`src/rtl/hazard_scoreboard_pkg.sv`:
```
// Shared pipeline definitions for the hazard scoreboard.
// Holds the operand forward-select encodings, the zero-register constant,
// the pipeline destination tag record and the multiply tracker state type.
package hazard_scoreboard_pkg;

    // Operand source selects for the instruction in EX
    localparam logic [0:1] FWD_REG = 2'b00;
    localparam logic [0:1] FWD_MEM = 2'b10;
    localparam logic [0:1] FWD_WB  = 2'b11;

    // Register 0 never carries a dependency
    localparam logic [0:5] ZERO_REG = 6'd0;

    // Destination tag carried down EX -> MEM -> WB.
    // valid is only set for instructions that actually write a register.
    typedef struct packed {
        logic       valid;
        logic       isLoad;
        logic [0:5] addr;
    } PipeTag;

    localparam PipeTag BUBBLE_TAG = '0;

    typedef enum logic {
        MUL_IDLE,
        MUL_BUSY
    } MulState;

    // A tag can only create a dependency when it is live and not r0
    function automatic logic producesHazard(input PipeTag tag);
        return tag.valid && (tag.addr != ZERO_REG);
    endfunction

endpackage

```
`src/rtl/hazard_scoreboard_mul_tracker.sv`:
```
// Multicycle unit tracker: counts down the multiply latency, then requests
// the shared regfile write port and waits for a free WB slot.
// Ports:
//   clk, reset        clock and asynchronous active-high reset
//   start, startAddr  accepted multiply issue and its destination
//   wbValid           pipeline WB stage owns the write port this cycle
//   mulWE             write port granted to the multiply result this cycle
//   mulWAddr          destination of the in-flight multiply
//   mulBusy           multicycle unit occupied
module mul_tracker
    import hazard_scoreboard_pkg::*;
#(
    parameter int MUL_LAT = 4
) (
    input  logic       clk,
    input  logic       reset,
    input  logic       start,
    input  logic [0:5] startAddr,
    input  logic       wbValid,
    output logic       mulWE,
    output logic [0:5] mulWAddr,
    output logic       mulBusy
);

    MulState    state;
    MulState    stateNext;
    logic [3:0] count;
    logic [3:0] countNext;
    logic [0:5] addrNext;

    // State, countdown and destination registers; reset drops any
    // in-flight multiply without ever producing a write.
    always_ff @(posedge clk or posedge reset) begin
        if (reset) begin
            state    <= MUL_IDLE;
            count    <= '0;
            mulWAddr <= ZERO_REG;
        end else begin
            state    <= stateNext;
            count    <= countNext;
            mulWAddr <= addrNext;
        end
    end

    // Count down to 1, then hold at 1 until WB leaves the write port free;
    // the granted cycle is the last busy cycle.
    always_comb begin
        stateNext = state;
        countNext = count;
        addrNext  = mulWAddr;
        mulWE     = 1'b0;
        case (state)
            MUL_IDLE: begin
                if (start) begin
                    stateNext = MUL_BUSY;
                    countNext = 4'(MUL_LAT);
                    addrNext  = startAddr;
                end
            end
            MUL_BUSY: begin
                if (count > 4'd1) begin
                    countNext = count - 4'd1;
                end else if (!wbValid) begin
                    mulWE     = 1'b1;
                    stateNext = MUL_IDLE;
                    countNext = '0;
                end
            end
            default: begin
                stateNext = MUL_IDLE;
            end
        endcase
    end

    assign mulBusy = (state == MUL_BUSY);

endmodule

```
`src/rtl/hazard_scoreboard.sv`:
```
// Pipeline hazard scoreboard: detects load-use and multicycle hazards at
// decode, produces registered forwarding selects for EX, and arbitrates the
// regfile write port between the pipeline and the multicycle unit.
// Ports:
//   clk, reset                 clock and asynchronous active-high reset
//   IssueValid/IsLoad/IsMul    decode instruction qualifiers
//   IssueRs1/Rs2, IssueUse1/2  source addresses and whether they are read
//   IssueRegWE, IssueWAddr     destination write enable and address
//   Stall                      hold decode/fetch (combinational)
//   FwdA, FwdB                 registered operand selects for EX
//   MulWE, MulWAddr, MulBusy   multicycle unit write grant and status
module hazard_scoreboard
    import hazard_scoreboard_pkg::*;
#(
    parameter int MUL_LAT = 4
) (
    input  logic       clk,
    input  logic       reset,
    input  logic       IssueValid,
    input  logic       IssueIsLoad,
    input  logic       IssueIsMul,
    input  logic [0:5] IssueRs1,
    input  logic [0:5] IssueRs2,
    input  logic       IssueUse1,
    input  logic       IssueUse2,
    input  logic       IssueRegWE,
    input  logic [0:5] IssueWAddr,
    output logic       Stall,
    output logic [0:1] FwdA,
    output logic [0:1] FwdB,
    output logic       MulWE,
    output logic [0:5] MulWAddr,
    output logic       MulBusy
);

    PipeTag     exTag;
    PipeTag     memTag;
    PipeTag     wbTag;
    PipeTag     issueTag;
    logic       loadUseStall;
    logic       mulStall;
    logic       acceptPipe;
    logic       acceptMul;
    logic [0:1] fwdANext;
    logic [0:1] fwdBNext;
    logic       unusedWbFields;

    // Younger EX result wins; a load in EX cannot forward yet (that case
    // stalls instead). WB is covered by the regfile bypass.
    function automatic logic [0:1] selectFwd(input logic [0:5] src,
                                             input PipeTag ex,
                                             input PipeTag mem);
        if (producesHazard(ex) && !ex.isLoad && (src == ex.addr))
            return FWD_MEM;
        else if (producesHazard(mem) && (src == mem.addr))
            return FWD_WB;
        else
            return FWD_REG;
    endfunction

    // Hazard detection at decode and issue acceptance
    always_comb begin
        loadUseStall = producesHazard(exTag) && exTag.isLoad &&
                       ((IssueUse1 && (IssueRs1 == exTag.addr)) ||
                        (IssueUse2 && (IssueRs2 == exTag.addr)));
        mulStall     = MulBusy &&
                       (IssueIsMul ||
                        (IssueUse1 && (IssueRs1 == MulWAddr)) ||
                        (IssueUse2 && (IssueRs2 == MulWAddr)) ||
                        (IssueRegWE && (IssueWAddr == MulWAddr)));
        Stall        = IssueValid && (loadUseStall || mulStall);
        acceptPipe   = IssueValid && !Stall && !IssueIsMul;
        acceptMul    = IssueValid && !Stall && IssueIsMul;

        issueTag        = BUBBLE_TAG;
        issueTag.valid  = acceptPipe && IssueRegWE;
        issueTag.isLoad = IssueIsLoad;
        issueTag.addr   = IssueWAddr;

        fwdANext = FWD_REG;
        fwdBNext = FWD_REG;
        if (acceptPipe) begin
            fwdANext = selectFwd(IssueRs1, exTag, memTag);
            fwdBNext = selectFwd(IssueRs2, exTag, memTag);
        end
    end

    // Tag shift register; MEM and WB keep moving during a stall so that
    // the producer always drains and the stall resolves.
    always_ff @(posedge clk or posedge reset) begin
        if (reset) begin
            exTag  <= BUBBLE_TAG;
            memTag <= BUBBLE_TAG;
            wbTag  <= BUBBLE_TAG;
            FwdA   <= FWD_REG;
            FwdB   <= FWD_REG;
        end else begin
            exTag  <= issueTag;
            memTag <= exTag;
            wbTag  <= memTag;
            FwdA   <= fwdANext;
            FwdB   <= fwdBNext;
        end
    end

    // Only the WB valid bit matters for write-port arbitration
    assign unusedWbFields = ^{wbTag.isLoad, wbTag.addr};

    mul_tracker #(
        .MUL_LAT (MUL_LAT)
    ) mulTracker (
        .clk       (clk),
        .reset     (reset),
        .start     (acceptMul),
        .startAddr (IssueWAddr),
        .wbValid   (wbTag.valid),
        .mulWE     (MulWE),
        .mulWAddr  (MulWAddr),
        .mulBusy   (MulBusy)
    );

endmodule

```
`config.mk`:
```
export PLATFORM = sky130hd
export DESIGN_NAME = hazard_scoreboard
export DESIGN_NICKNAME = d
export VERILOG_FILES = /design/src/rtl/hazard_scoreboard_pkg.sv /design/src/rtl/hazard_scoreboard_mul_tracker.sv /design/src/rtl/hazard_scoreboard.sv
export SDC_FILE = /design/constraint.sdc
export NUM_CORES = 1
export LEC_CHECK = 0
export CORE_AREA = 2 2 61 63
export CTS_CLUSTER_DIAMETER = 60
export DETAILED_ROUTE_END_ITERATION = 12
export DIE_AREA = 0 0 63 65
export GPL_TIMING_DRIVEN = 0
export PLACE_DENSITY = 0.77
export REMOVE_ABC_BUFFERS = 1
export SETUP_SLACK_MARGIN = 0.4
export SYNTH_ARGS = -nofsm -noshare
export SYNTH_HDL_FRONTEND = slang
export SYNTH_SLANG_ARGS = --single-unit
```
`constraint.sdc`:
```
create_clock -name clk -period 2.5 [get_ports clk]
set_clock_uncertainty 0.1 [all_clocks]
set_input_delay 0.375 -clock clk [delete_from_list [all_inputs] [get_ports clk]]
set_output_delay 0.375 -clock clk [all_outputs]
set_load 0.1 [all_outputs]
```
== Word level (Yosys, flattened, before mapping) ==
Cells that the tools add are included.
Storage, ports and cells
  register bits after elaboration: 31
  input port bits: 26
  logic and storage cells: 72
Operators by class
  $add $sub $neg: 1
  order comparisons: 1
  equality and inequality tests: 9
  mux-type cells: 17
  bitwise gates (word level): 1
  reduce and logical (&&, ||, !) cells: 32
Operator list (count)
  $eq 6x6->1: 7
  $logic_and 1x1->1: 20
  $mux 2: 6
  $mux 4: 3
  $reduce_bool 6->1: 2
  $pmux 4 s2: 1
  $mux 1: 6
  $logic_or 1x1->1: 5
  $gt 4x1->1 const B: 1
  $reduce_and 2->1: 2
  $sub 4x1->4 const B: 1
  $logic_not 1->1: 3
  $ne 3x3->1 const B: 1
  $ne 2x2->1 const B: 1
  $pmux 1 s2: 1
  $not 1->1: 1

== Longest topological paths before layout ==
Gate-level depths: netlist of the first run.
  depth after elaboration: 13
  mapped depth: 7
  depth with buffers taken out: 7

== Hierarchy ==
From an unflattened synthesis of the first run, not the netlist that was laid out.
Unflattened totals
  cells, all modules: 149
  area, all modules: 1684.1 um2
By module, submodules not included
  hazard_scoreboard: times used 1, cells an instance 105, area an instance 1131.1 um2, seq. area each 500.5 um2
  mul_tracker: times used 1, cells an instance 44, area an instance 553.0 um2, seq. area each 275.3 um2

== Worst setup path before layout of the first run ==
OpenSTA, ideal clock, no wires.
  path type: register to output
  from: register mulTracker.state, in the netlist mulTracker.mulBusy
  to: output port MulWE
  data arrival time: 3276 ps
  setup slack: -1251 ps
  cell stages (with the launch flop): 3
  buffers on the path: 0
  cells stage by stage: dfrtp_1 -> inv_1 -> nor3_1
Between the ends
  longest elaborated chain between the ends: 1
RTL lines
  from (decl): line hazard_scoreboard_mul_tracker.sv:25  | MulState state;
  from (signal assigned): line hazard_scoreboard_mul_tracker.sv:39  | state <= stateNext;
  $mux 1: line hazard_scoreboard_mul_tracker.sv:52  | case (state)
  to (decl): line hazard_scoreboard.sv:31  | output logic MulWE,
Every way passes these cells.

== Worst setup path after layout of the first run ==
  from: register exTag[1] (netlist bit)
  to: output port Stall
Between the ends
  longest elaborated chain between the ends: 6
  elaborated cells between the ends (all ways): 11
  those cells by class: eq/ne: 2; reduce/logical: 9
RTL lines
  from (decl): line hazard_scoreboard.sv:36  | PipeTag exTag;
  from (signal assigned): line hazard_scoreboard.sv:98  | exTag <= issueTag;
  $eq 6x6->1 (tied with other cells): line hazard_scoreboard.sv:64  | ((IssueUse1 && (IssueRs1 == exTag.addr)) ||
  $logic_and 1x1->1 (on tied branches): line hazard_scoreboard.sv:64, hazard_scoreboard.sv:65, hazard_scoreboard_pkg.sv:31
  $logic_or 1x1->1 / $logic_and 1x1->1 (equally long branches): line hazard_scoreboard.sv:64, hazard_scoreboard.sv:63
  $logic_and 1x1->1 (*): line hazard_scoreboard.sv:63  | loadUseStall = producesHazard(exTag) && exTag.isLoad &&
  $logic_or 1x1->1 (*): line hazard_scoreboard.sv:71  | Stall = IssueValid && (loadUseStall || mulStall);
  $logic_and 1x1->1 (*): line hazard_scoreboard.sv:71
  to (decl): line hazard_scoreboard.sv:28  | output logic Stall,
Mark *: on every way between the ends. The rest lies on a longest branch, timed or not.

==> summary.md, run 1 <==
| Metric | Value |
|---|---|
| Clock Path Buffers | 2 |
| Overflow after GRT | 0 |
| Number of vias per cell | between 5 and 6 |
| Critical Path Source | exTag[1]$_DFF_PP0_ |
| YS warnings | 0 |
| Gate power share | 55.5% |
| Routability Congestion | about 0.92 |
| Crit path kind | flop to primary output |
| Sequential cell area | 779 um^2 |
| Min Tclk post-route | 2.60 ns |
| Sw Ratio | 49.3% |
| Worst setup path end | Stall |
| Area Overhead vs Synth | 49.2% |
| HPWL Detailed | 3030 um |
| Starting Density | 46.7% |
| Leading cell type in the layout, fill and taps excluded | dfrtp_1 |
| Reg2reg end | mulTracker.mulWAddr[3]$_DFFE_PP0P_ |
| Critical path arrival | 2.13 ns |
| Worst Hold Class | flop to flop |
| Fraction of layout cells with a size suffix above 1 | a little over a quarter |
| Sw power | 1.18 mW |
| Slowest CP cell | or4_4 |
| P per Cell Area | 983 nW/um^2 |
| Rows | 22 |
| Layout fillers | roughly 280 |
| Most frequent cells in the layout | dfrtp_1 (28), xnor2_1 (19), clkdlybuf4s50_1 (18) |
| Clock Latency Late Sink | 0.34 ns |
| Critical Path RT | 2.03 ns |
| Largest net degree at the start of global routing | 32 |
| Metal1 wirelength | 1770 um |
| Synthesized cell area | 1630 um^2 |
| Total CTS buffers | 5 |
| Startpoint Class | flop |
| P_int | 1.21 mW |
| Syn Inst Count | about 150 |
| MaxCap Viol Count | 0 |
| R2R Setup Slk | -0.05 ns |
| CORE AREA | 3500 um^2 |
| Crit-path cells | or4_4, o31a_1, o211a_1, o21ai_1, a31oi_1, buf_6 |
| ANT cells | 0 |
| Final setup fails | 8 |
| Clock sink count | 31 |
| Fin. Hold Viols | 0 |
| First-pass GRT wire length | approximately 7000 um |
| Io pins | 39 |
| Multi-input gate area | 920 um^2 |
| Port buffer count | 38 |
| Fin cells | 256 |
| Area leader, netlist | dfrtp_1 |
| Clock group share of total power | 12.2% |
| Post-DP Area | 2060 um^2 |
| Final WL | 4270 um |
| Antenna-violating nets left | 0 |
| Synth cell types | 29 |
| DRT Pass-1 Iters | 4 |
| Worst vdd ir | 643 uV |
| H-tree Lvls | 2 |
| Placed Instances | around 230 |
| Leak | 1.10 nW |
| WL/cell | 16.7 um |
| CP max FO | 4 |
| Die W | 63 um |
| Die Y-Extent | 65 um |
| Via count | roughly 1400 |
| CTS tree | yes |
| Max Fclk | roughly 0.38 GHz |
| Failing checks | setup timing |
| Antenna violations before repair | 0 |
| Initial DRC Count | 38 |
| Least-Margin Pin Slew | 1.15 ns |
| Critical R2R Launch | exTag[1]$_DFF_PP0_ |
| CTS root buf | clkbuf_4 |
| Synth top area cells | dfrtp_1 (48%), xnor2_1 (13%), xor2_1 (9.1%) |
| Post-synthesis async set-or-reset flop share | 100% |
| Tcrit/Tclk final | 104% |
| Sequential Power Share | 32.3% |
| Max-slew violations | 0 |
| Total Power | 2.39 mW |
| Post-synth EDFFs | 0 |
| Top FF cell, synth | dfrtp_1 |
| Setup TNS | -0.343 ns |
| Finished Cell Area | 2430 um^2 |
| Met2 wire length | 2100 um |
| Status | complete, but fails checks |
| Fin nets | 235 |
| Synth Register Bits | 31 |
| Die area | 4100 um^2 |
| Vias in the first global route | ~1400 |
| Post-synth top area share | 47.5% |
| Clock Pin Slew Worst Setup and Hold Paths | 0.11 ns |
| RSZ-0062 raised after global routing | true |
| Setup WS post-layout | -0.105 ns |
| Slew margin rel. | 23.2% |
| GR Util All Layers | a little under a quarter |
| R2R depth | 9 |
| CP Capture Type | primary output |
| Uppermost routed layer | met4 |
| CP max stage delay | 0.52 ns |
| Post-synthesis sequential area ratio | a little under half |
| Post-Syn Area per Cell | 11.1 um^2 |
| Met3 wire length | 243 um |
| Post-route DRC violation count | 0 |
| Worst Hold Slack | about 0.3 ns |
| CTS Hold Bufs | 0 |
## critical path, delay by kind of cell, from the launching register on
| kind | cells | cell delay [ns] |
|---|---|---|
| flops | 1 | 0.46 |
| buf+inv | 1 | 0.21 |
| simple gates | 1 | 0.52 |
| compound gates | 4 | 0.60 |
## power by group through the flow
stage | clock (mW) | sequential (mW) | combinational (mW)
after floorplan | 0 | 1.16 | 0.453
after global placement | 0 | 0.772 | 1.12
after detailed placement | 0 | 0.779 | 1.14
after CTS | 0.300 | 0.768 | 1.29
after global routing | 0.326 | 0.791 | 1.39
final | 0.292 | 0.774 | 1.33
## metal layers
| metal | GRT usage [%] | up-vias |
|---|---|---|
| li1 | - | 640 |
| met1 | 28.9 | 662 |
| met2 | 36.7 | 45 |
| met3 | 6.25 | 11 |
| met4 | 11.7 | 0 |
| met5 | 0 | - |
## area by class of cell
type	count	area share, %
multi-input combinational	108	37.8
sequential	31	32.0
timing repair buffer	54	24.3
clock buffer	5	1.54
inverter	7	1.08
tap	48	2.47
clock inverter	3	0.823
## synthesized netlist by cell type (all sizes together) (2+ instances only)
master and instances:
mux2 6, xnor2 25, or4 2, dfrtp 31
nor3b 3, nand2b 2, nand4 7, nor2 4
o31a 2, ha 2, nand3 2, nor4 6
nor3 5, a21oi 2, o22ai 3, xor2 17
inv 7, o21ai 3, nand2 10
## state kept, by name, indices dropped and copies added (netlist names)
register,count
memTag,7
exTag,8
FwdA,2
mulTracker.mulWAddr,6
mulTracker.mulBusy,1
wbTag,1
mulTracker.count,4
FwdB,2
## through the flow
step / worst slack (ns) / util, %
6_report: -0.105 / 69.6
4_1_cts: -0.147 / 67.3
5_1_grt: -0.181 / 69.6
2_1_floorplan: -1.25 / -
3_3_place_gp: -1.01 / 58.9
3_5_place_dp: -1.02 / 58.9
## timing repair
action	CTS	global route
pin swaps	4	3
gates resized for setup	58	20
endpoints found under the setup margin	28	19
setup buffers	14	1
endpoints found under the hold margin	0	0
cloned	1	0
## kinds of logic after synthesis
| logic type | synth area share [%] |
|---|---|
| XOR/XNOR | 22.5 |
| AO/OA/AOI/OAI | 6.29 |
| adder cells (fa/ha/maj) | 1.53 |
| multiplexers | 5.29 |
| flip-flops | 47.5 |
| AND/OR/NAND/NOR | 14.5 |
| buffers and inverters | 2.30 |
## how the worst min path moves through the flow
stage	slack, ns	cells past startpoint	start	end
floorplan	0.25	0	exTag[7]$_DFF_PP0_	memTag[7]$_DFF_PP0_
global placement	0.26	0	exTag[7]$_DFF_PP0_	memTag[7]$_DFF_PP0_
detailed placement	0.27	0	exTag[7]$_DFF_PP0_	memTag[7]$_DFF_PP0_
CTS	0.30	0	exTag[7]$_DFF_PP0_	memTag[7]$_DFF_PP0_
global route	0.31	0	exTag[7]$_DFF_PP0_	memTag[7]$_DFF_PP0_
finish	0.31	0	exTag[7]$_DFF_PP0_	memTag[7]$_DFF_PP0_
No activity file was read; power rests on OpenSTA's default activity.
==> run 2, diff against run 1 <==
--- a/config.mk
+++ b/config.mk
@@ -5,6 +5,7 @@
 export SDC_FILE = /design/constraint.sdc
 export NUM_CORES = 1
 export LEC_CHECK = 0
+export ABC_CLOCK_PERIOD_IN_PS = 2500
 export CORE_AREA = 2 2 61 63
 export CTS_CLUSTER_DIAMETER = 60
 export DETAILED_ROUTE_END_ITERATION = 12
@@ -13,6 +14,7 @@
 export PLACE_DENSITY = 0.77
 export REMOVE_ABC_BUFFERS = 1
 export SETUP_SLACK_MARGIN = 0.4
+export SKIP_CTS_REPAIR_TIMING = 1
 export SYNTH_ARGS = -nofsm -noshare
 export SYNTH_HDL_FRONTEND = slang
 export SYNTH_SLANG_ARGS = --single-unit
==> run 2 against run 1 <==
Net effect: the run still ends with setup timing left; sequential share of layout area rose by 1.3 points; maximum frequency fell by 2.2%; design area down 4.0%; global-route usage decreased by 2.5 points; via count is 1.2% lower; cell count down 3.9%; non-clock buffer count decreased by 10; first-iteration DRC count is 42% higher; register-to-register slack better by 0.18 ns; power grew 0.53%; combinational power is essentially flat; wire length about the same.
==> summary.md, run 2 (synthesized netlist as in run 1, its figures left out) <==
| Metric | Value |
|---|---|
| Post-route DRC violation count | 0 (unchanged) |
| CP max FO | 3 (-1) |
| Critical Path RT | 2.03 ns (about the same) |
| Routability Congestion | 0.923 (unchanged) |
| P per Cell Area | 1030 nW/um^2 (+4.7%) |
| Post-Place Setup Slack | -1.02 ns (unchanged) |
| Area Overhead vs Synth | 43.3% |
| Fin. Hold Viols | 0 (unchanged) |
| Tcrit/Tclk final | 107% (+2.3 points) |
| HPWL Detailed | 3030 um (unchanged) |
| Overflow after GRT | 0 (unchanged) |
| Antenna-violating nets left | 0 (unchanged) |
| WL/cell | 17.4 um (+4.2%) |
| Leak | 1.09 nW (-0.52%) |
| Slew margin rel. | 22.1% (-1.1 points) |
| Placed Instances | 232 (unchanged) |
| Largest regs | exTag (8), memTag (7), mulTracker.mulWAddr (6) |
| Critical path arrival | 2.19 ns (+0.06 ns) |
| Startpoint Class | input port |
| Initial DRC Count | 54 (+42%) |
| Fraction of layout cells with a size suffix above 1 | 23.7% (-3.7 points) |
| CP Capture Type | primary output |
| Die Y-Extent | 65 um (unchanged) |
| Utilization after layout | 66.9% (-2.8 points) |
| Worst Hold Slack | 0.296 ns (-0.0118 ns) |
| Top reg by flops | exTag |
| RSZ-0062 raised after global routing | true |
| Status | complete, but fails checks |
| Antenna violations before repair | 0 (unchanged) |
| Io pins | 39 (unchanged) |
| Leading cell type in the layout, fill and taps excluded | dfrtp_1 |
| First-pass GRT wire length | 6240 um (-9.9%) |
| Via count | 1342 (-1.2%) |
| GR Util All Layers | 20.6% (-2.5 points) |
| Largest net degree at the start of global routing | 32 (unchanged) |
| Least-Margin Pin Slew | 1.17 ns (+0.0165 ns) |
| CORE AREA | 3500 um^2 (unchanged) |
| Total CTS buffers | 5 (unchanged) |
| Slowest CP cell | clkdlybuf4s50_1 |
| Port buffer count | 38 (unchanged) |
| Fin nets | 225 (-4.3%) |
| DRT Pass-1 Iters | 4 (unchanged) |
| Fin cells | 246 (-3.9%) |
| Crit path kind | input port to primary output |
| Min Tclk post-route | 2.66 ns (+0.0583 ns) |
| Max reg flops | 8 (unchanged) |
| Rows | 22 (unchanged) |
| CTS root buf | clkbuf_4 |
| Max-slew violations | 0 (unchanged) |
| H-tree Lvls | 2 (unchanged) |
| Number of vias per cell | 5.46 (+2.8%) |
| Starting Density | 46.7% (unchanged) |
| MaxCap Viol Count | 0 (unchanged) |
| CP max stage delay | 0.58 ns (+0.06 ns) |
| Most frequent cells in the layout | dfrtp_1 (29), xnor2_1 (21), xor2_1 (17), clkdlybuf4s50_1 (17), dlymetal6s2s_1 (12) |
| Die W | 63 um (unchanged) |
| Max Fclk | 0.376 GHz (-2.2%) |
| CTS tree | yes |
| Clock Pin Slew Worst Setup and Hold Paths | 0.11 ns (about the same) |
| Clock sink count | 31 (unchanged) |
| Setup WS post-layout | -0.163 ns (-0.0583 ns) |
| Final setup fails | 1 (-7) |
| Clock Latency Late Sink | 0.34 ns (about the same) |
| Final WL | 4270 um (about the same) |
| Clock Path Buffers | 2 (unchanged) |
| ANT cells | 0 (unchanged) |
| Worst Hold Class | flop to flop |
| Crit-path cells | clkdlybuf4s50_1, xnor2_2, nand2_1, nor3_2, o211a_1, o21ai_1, a31oi_1, buf_6 |
| Setup TNS | -0.163 ns (+0.180 ns) |
| Die area | 4100 um^2 (unchanged) |
| Vias in the first global route | 1294 (-9.6%) |
| Worst vdd ir | 688 uV (+7.0%) |
| Failing checks | setup timing |
[run 2: power breakdown]
part	leakage (nW)	total, mW	switching, mW	internal, mW
Combinational	0.683	1.32	0.850	0.473
Clock	0.0272	0.295	0.187	0.107
Sequential	0.379	0.788	0.185	0.602
Total	1.09	2.41	1.22	1.18
[run 2: cell type report]
type,instances,area (um^2)
fillers,299,1160
multi-input cells,108,946
flip-flops and latches,31,778
repair buffers,44,469
well taps,48,60.1
clock buffers,5,37.5
inverters,7,26.3
clock inverters,3,20.0
[run 2: worst max-delay path: cells and delay by family]
kind	cells	cell delay [ns]
buffers and inverters	2	0.84
XOR/XNOR	1	0.15
AO/OA/AOI/OAI	3	0.49
AND/OR/NAND/NOR	2	0.33
[run 2: worst paths after layout]
check | startpoint | to | slack (ns) | cells after the start
worst max-delay path | IssueRs1[2] | Stall | -0.16 | 8
worst max register to register | exTag[1]$_DFF_PP0_ | mulTracker.mulWAddr[3]$_DFFE_PP0P_ | 0.13 | 7
max in group asynchronous | reset | exTag[2]$_DFF_PP0_ | 0.99 | 2
min in group asynchronous | reset | exTag[5]$_DFF_PP0_ | 0.54 | 2
worst min-delay path | exTag[7]$_DFF_PP0_ | memTag[7]$_DFF_PP0_ | 0.30 | 0
worst min register to register | exTag[7]$_DFF_PP0_ | memTag[7]$_DFF_PP0_ | 0.30 | 0
[run 2: stage by stage]
| step | power (mW) | area, um^2 |
|---|---|---|
| 2_1_floorplan | 1.61 | 1620 |
| 3_3_place_gp | 1.89 | 2060 |
| 3_5_place_dp | 1.91 | 2060 |
| 4_1_cts | 2.21 | 2120 |
| 5_1_grt | 2.52 | 2340 |
| 6_report | 2.41 | 2340 |
[run 2: routing by layer]
metal	wire length [um]	share of wire, %	up-vias	track usage [%]
li1	-	-	622	-
met1	1810	42	661	26.0
met2	2090	49	47	33.4
met3	237	5.6	12	6.08
met4	127	3.0	0	8.06
met5	0	0	-	0
==> run 3, diff against run 2 <==
--- a/config.mk
+++ b/config.mk
@@ -6,6 +6,7 @@
 export NUM_CORES = 1
 export LEC_CHECK = 0
 export ABC_CLOCK_PERIOD_IN_PS = 2500
+export CAP_MARGIN = 20
 export CORE_AREA = 2 2 61 63
 export CTS_CLUSTER_DIAMETER = 60
 export DETAILED_ROUTE_END_ITERATION = 12
==> run 3 against run 2 <==
Net effect: the flow still finishes with violations (setup timing); sequential cell count is the same; non-clock buffer count unchanged; design area grew 4.2%; sequential share of layout area shrank 1.3 points; clock power grew 69%; hold slack got worse by 0.0015 ns.
==> summary.md, run 3 (synthesized netlist as in run 1, its figures left out) <==
| Metric | Value |
|---|---|
| Io pins | 39 (unchanged) |
| Setup WS post-layout | -0.160 ns (+0.00310 ns) |
| Max Fclk | 0.376 GHz (+0.12%) |
| ANT cells | 0 (unchanged) |
| Die W | 63 um (unchanged) |
| H-tree Lvls | 2 (unchanged) |
| Crit path kind | flop to primary output |
| Starting Density | 46.7% (unchanged) |
| Post-route DRC violation count | 0 (unchanged) |
| Leak | 1.16 nW (+6.1%) |
| Fraction of layout cells with a size suffix above 1 | 24.7% (+1.0 points) |
| Number of vias per cell | 5.34 (-2.1%) |
| Slowest CP cell | or4_1 |
| Port buffer count | 38 (unchanged) |
| Utilization after layout | 69.6% (+2.8 points) |
| MaxCap Viol Count | 0 (unchanged) |
| Final WL | 4240 um (-0.77%) |
| CP max stage delay | 0.53 ns (-0.05 ns) |
| Largest net degree at the start of global routing | 17 (-47%) |
| Die Y-Extent | 65 um (unchanged) |
| Least-Margin Pin Slew | 0.979 ns (-0.189 ns) |
| Worst Hold Slack | 0.295 ns (-0.00154 ns) |
| Max reg flops | 8 (unchanged) |
| Antenna-violating nets left | 0 (unchanged) |
| Routability Congestion | 0.923 (unchanged) |
| Most frequent cells in the layout | dfrtp_1 (29), xnor2_1 (22), xor2_1 (17) |
| Critical path arrival | 2.18 ns (about the same) |
| CTS root buf | clkbuf_4 |
| Rows | 22 (unchanged) |
| Top Family by Delay on Critical Path | compound AO/OA/AOI/OAI gates |
| CP max FO | 3 (unchanged) |
| P per Cell Area | 1080 nW/um^2 (+5.4%) |
| First-pass GRT wire length | 6320 um (+1.3%) |
| R2R Setup Slk | 0.19 ns (+0.06 ns) |
| Tcrit/Tclk final | 106% (-0.12 points) |
| Clock sink count | 31 (unchanged) |
| Die area | 4100 um^2 (unchanged) |
| Fin nets | 225 (unchanged) |
| Top reg by flops | exTag |
| Largest regs | exTag (8), memTag (7), mulTracker.mulWAddr (6) |
| Slew margin rel. | 34.6% (+13 points) |
| Finished Cell Area | 2430 um^2 (+4.2%) |
| Via count | 1314 (-2.1%) |
| Fin. Hold Viols | 0 (unchanged) |
| Worst Hold Class | flop to flop |
| Final setup fails | 1 (unchanged) |
| Area Overhead vs Synth | 49.2% |
| Vias in the first global route | 1321 (+2.1%) |
| CP bufs+invs | 1 (-1) |
| Max-slew violations | 0 (unchanged) |
| RSZ-0062 raised after global routing | true |
| WL/cell | 17.2 um (-0.77%) |
| Worst vdd ir | 707 uV (+2.8%) |
| Status | complete, but fails checks |
| Overflow after GRT | 0 (unchanged) |
| CORE AREA | 3500 um^2 (unchanged) |
| DRT Pass-1 Iters | 7 (+3) |
| Failing checks | setup timing |
| Antenna violations before repair | 0 (unchanged) |
| GR Util All Layers | 20.9% (+0.28 points) |
| CP Capture Type | primary output |
| Min Tclk post-route | 2.66 ns (-0.00311 ns) |
| HPWL Detailed | 3140 um (+3.9%) |
| Crit-path cells | or4_1, o31a_1, o211a_1, o21ai_1, a31oi_1, buf_6 |
| Leading cell type in the layout, fill and taps excluded | dfrtp_1 |
| CTS tree | yes |
| Critical Path RT | 2.03 ns (about the same) |
| Clock Pin Slew Worst Setup and Hold Paths | 0.11 ns (about the same) |
| Initial DRC Count | 49 (-9.3%) |
| Clock Latency Late Sink | 0.34 ns (about the same) |
| Post-DP Area | 2090 um^2 (+1.3%) |
| Total CTS buffers | 5 (unchanged) |
| Startpoint Class | flop |
| Clock Path Buffers | 2 (unchanged) |
[run 3: cell types whose count changed in the layout (fill, tap and decap cells not counted), moves of 2 or more]
cell / previous run / this run
clkdlybuf4s50_1: 17 / 13
dlymetal6s2s_1: 12 / 16
bufinv_16: 0 / 2
ha_2: 2 / 0
ha_4: 0 / 2
inv_1: 7 / 5
inv_2: 0 / 2
[run 3: layout make-up]
type	count	area, um^2
Clock buffer	5	37.5
Clock inverter	3	67.6
Fill cell	269	1060
Inverter	7	26.3
Multi-Input combinational cell	108	957
Sequential cell	31	778
Tap cell	48	60.1
Timing Repair Buffer	44	508
[run 3: routing by layer]
layer  wire length, um  vias up  track usage (%)  part of all wire (%)
li1                  -      615                -                     -
met1              1780      655             25.6                    42
met2              2180       40             34.7                    51
met3               241        4             6.77                   5.7
met4                38        0             7.22                  0.90
met5                 0        -                0                     0
[run 3: power by group]
part	switching, mW	internal [mW]	total (mW)
registers	0.182	0.603	0.785
clock network	0.189	0.311	0.500
logic	0.858	0.498	1.36
total	1.23	1.41	2.64
[run 3: final timing paths]
kind	from	end	cells after the start
max	exTag[0]$_DFF_PP0_	Stall	6
min	exTag[7]$_DFF_PP0_	memTag[7]$_DFF_PP0_	0
max reg2reg	exTag[0]$_DFF_PP0_	mulTracker.mulWAddr[3]$_DFFE_PP0P_	6
min reg2reg	exTag[7]$_DFF_PP0_	memTag[7]$_DFF_PP0_	0
max in group asynchronous	reset	exTag[0]$_DFF_PP0_	3
min in group asynchronous	reset	FwdA[0]$_DFF_PP0_	2
[run 3: through the flow]
step | power (mW) | setup slack [ns] | std cells | setup TNS, ns
finish | 2.64 | -0.160 | 246 | -0.160
global route | 2.77 | -0.262 | 246 | -0.262
CTS | 2.42 | -1.02 | 241 | -4.09
detailed placement | 1.92 | -1.01 | 233 | -3.79
global placement | 1.89 | -1.01 | 232 | -3.60
floorplan | 1.61 | -1.25 | 146 | -2.34
==> variant (config.mk and constraints of run 1) <==
Make the reset (`reset`) synchronous in 2 clocked blocks. Comments in the files are not updated.
--- a/src/rtl/hazard_scoreboard_mul_tracker.sv
+++ b/src/rtl/hazard_scoreboard_mul_tracker.sv
@@ -32,3 +32,3 @@
     // in-flight multiply without ever producing a write.
-    always_ff @(posedge clk or posedge reset) begin
+    always_ff @(posedge clk) begin
         if (reset) begin
--- a/src/rtl/hazard_scoreboard.sv
+++ b/src/rtl/hazard_scoreboard.sv
@@ -89,3 +89,3 @@
     // the producer always drains and the stall resolves.
-    always_ff @(posedge clk or posedge reset) begin
+    always_ff @(posedge clk) begin
         if (reset) begin
Formal check against the unedited RTL: differs if reset is asserted again (counterexample within 4 cycles, from zero or initial values and one cycle with reset high); with reset held inactive, the same outputs for 10 cycles.
==> variant against run 1 <==
The run still ends with negative setup slack left. Area after synthesis grew 2.2%. Global-route usage shrank 1.6 points. Cell area shrank 6.3%. Register-to-register slack gained 0.13 ns. Sequential cell count is the same. Setup slack gained 0.089 ns. Wire length shrank 1.9%. Cell count grew 3.1%.
Power is not compared: it rests on default switching activity, and its combinational part moved more than twofold at a synthesized area within 25%.
==> variant: results (changes against run 1) <==
| Metric | Value |
|---|---|
| Worst hold start | memTag[7] (was exTag[7]) |
| M1 WL | 1740 um (was 1770 um) |
| Post-Synth Adder-Cell Area | 1.50% (was 1.53%) |
| Crit path arrival time | 2.04 ns (was 2.13 ns) |
| Reg2Reg Depth | 8 (was 9) |
| XOR/XNOR share of the synthesized area | 22.1% (was 22.5%) |
| Final cell count without fillers | 264 (was 256) |
| Placer Congestion | 0.836 (was 0.923) |
| Outcome | complete, but fails checks (unchanged) |
| First-pass GRT wire length | 6690 um (was 6920 um) |
| Fillcell total | 309 (was 282) |
| Vias in the first global route | 1,433 (was 1,432) |
| Post-DP Area | 2080 um2 (was 2060 um2) |
| All-Layer GR Usage | 21.5% (was 23.1%) |
| Ys async rst share | 0% (was 100%) |
| R2r endpoint | mulTracker.mulWAddr[4] (was mulTracker.mulWAddr[3]) |
| Total Neg Setup Slack | -0.0157 ns (was -0.343 ns) |
| Synth area leaders | dfxtp_1, xor2_1, nor2b_1, xnor2_1, mux2_4 (was dfrtp_1, xnor2_1, xor2_1, mux2_4, nand4_1) |
| Largest net degree at the start of global routing | 31 (was 32) |
| Hold EP | wbTag[7] (was memTag[7]) |
| Routed WL | 4180 um (was 4270 um) |
| Routed vias/inst | 5.30 (about the same) |
| Post-synthesis cell count | 170 (was 147) |
| Setup ws final | -0.0157 ns (was -0.105 ns) |
| Placed instance count | 251 (was 232) |
| R2R setup slack | 0.08 ns (was -0.05 ns) |
| Synth Area in Compound Gates | 8.70% (was 6.29%) |
| Final setup fails | 1 (was 8) |
| Share of cells above drive strength 1 | 25.5% (was 27.4%) |
| VDD IR max | 0.219 mV |
| Met3 GRT Util | 5.38% (was 6.25%) |
| Failing checks | negative setup slack (unchanged) |
| Hold path depth | 1 (was 0) |
| Met2 WL | 2150 um (was 2100 um) |
| CP Launch Point | exTag[0] (was exTag[1]) |
| Netlist cell types | 34 (was 29) |
| Min Hold Slack | 0.382 ns (was 0.308 ns) |
| Clock slew at reported path FFs | 0.09 ns (was 0.11 ns) |
| Drt initial violations | 40 (was 38) |
| Synth Flop Type | dfxtp_1 (was dfrtp_1) |
| Grt met2 use | 39.6% (was 36.7%) |
| DP HPWL | 3160 um (was 3030 um) |
| Seq/Total Area, Yosys | 37.2% (was 47.5%) |
| Pre-CTS setup slack | -1.20 ns (was -1.02 ns) |
| Met3 wire length | 179 um (was 243 um) |
| Multiplexer share of the synthesized area | 5.40% (was 5.29%) |
| Least-Margin Pin Slew | 1.05 ns (was 1.15 ns) |
-- variant: cell count changes in the layout (fill, tap and decap cells not counted), moves of 7 or more --
cell / delta
nand2_1: -7
dlygate4sd2_1: +9
dfrtp_1: -28
dfxtp_1: +24
nor2b_1: +20
dlymetal6s2s_1: -7
xor2_1: +10
-- variant: cell type report --
class	count	area [um2]	share of cell area, %
Tap cell	48	60.1	2.63
Inverter	4	15.0	0.658
Clock buffer	6	51.3	2.25
Clock inverter	1	5.00	0.219
Multi-Input combinational cell	130	1090	47.8
Sequential cell	31	632	27.7
Timing Repair Buffer	44	427	18.7
-- variant: critical path: stages (launching register included) --
cell      delay (ns)
dfxtp_4         0.35
xor2_1          0.16
nor4_2          0.35
nand4_1         0.16
a211o_1         0.31
a21boi_2        0.19
buf_12          0.19
-- variant: timing repair --
| item | CTS | global route |
|---|---|---|
| gates resized for setup | 64 | 21 |
| setup buffers | 2 | 4 |
| pin swaps | 11 | 9 |
| hold buffers | 0 | 0 |
| endpoints found under the setup margin | 25 | 20 |
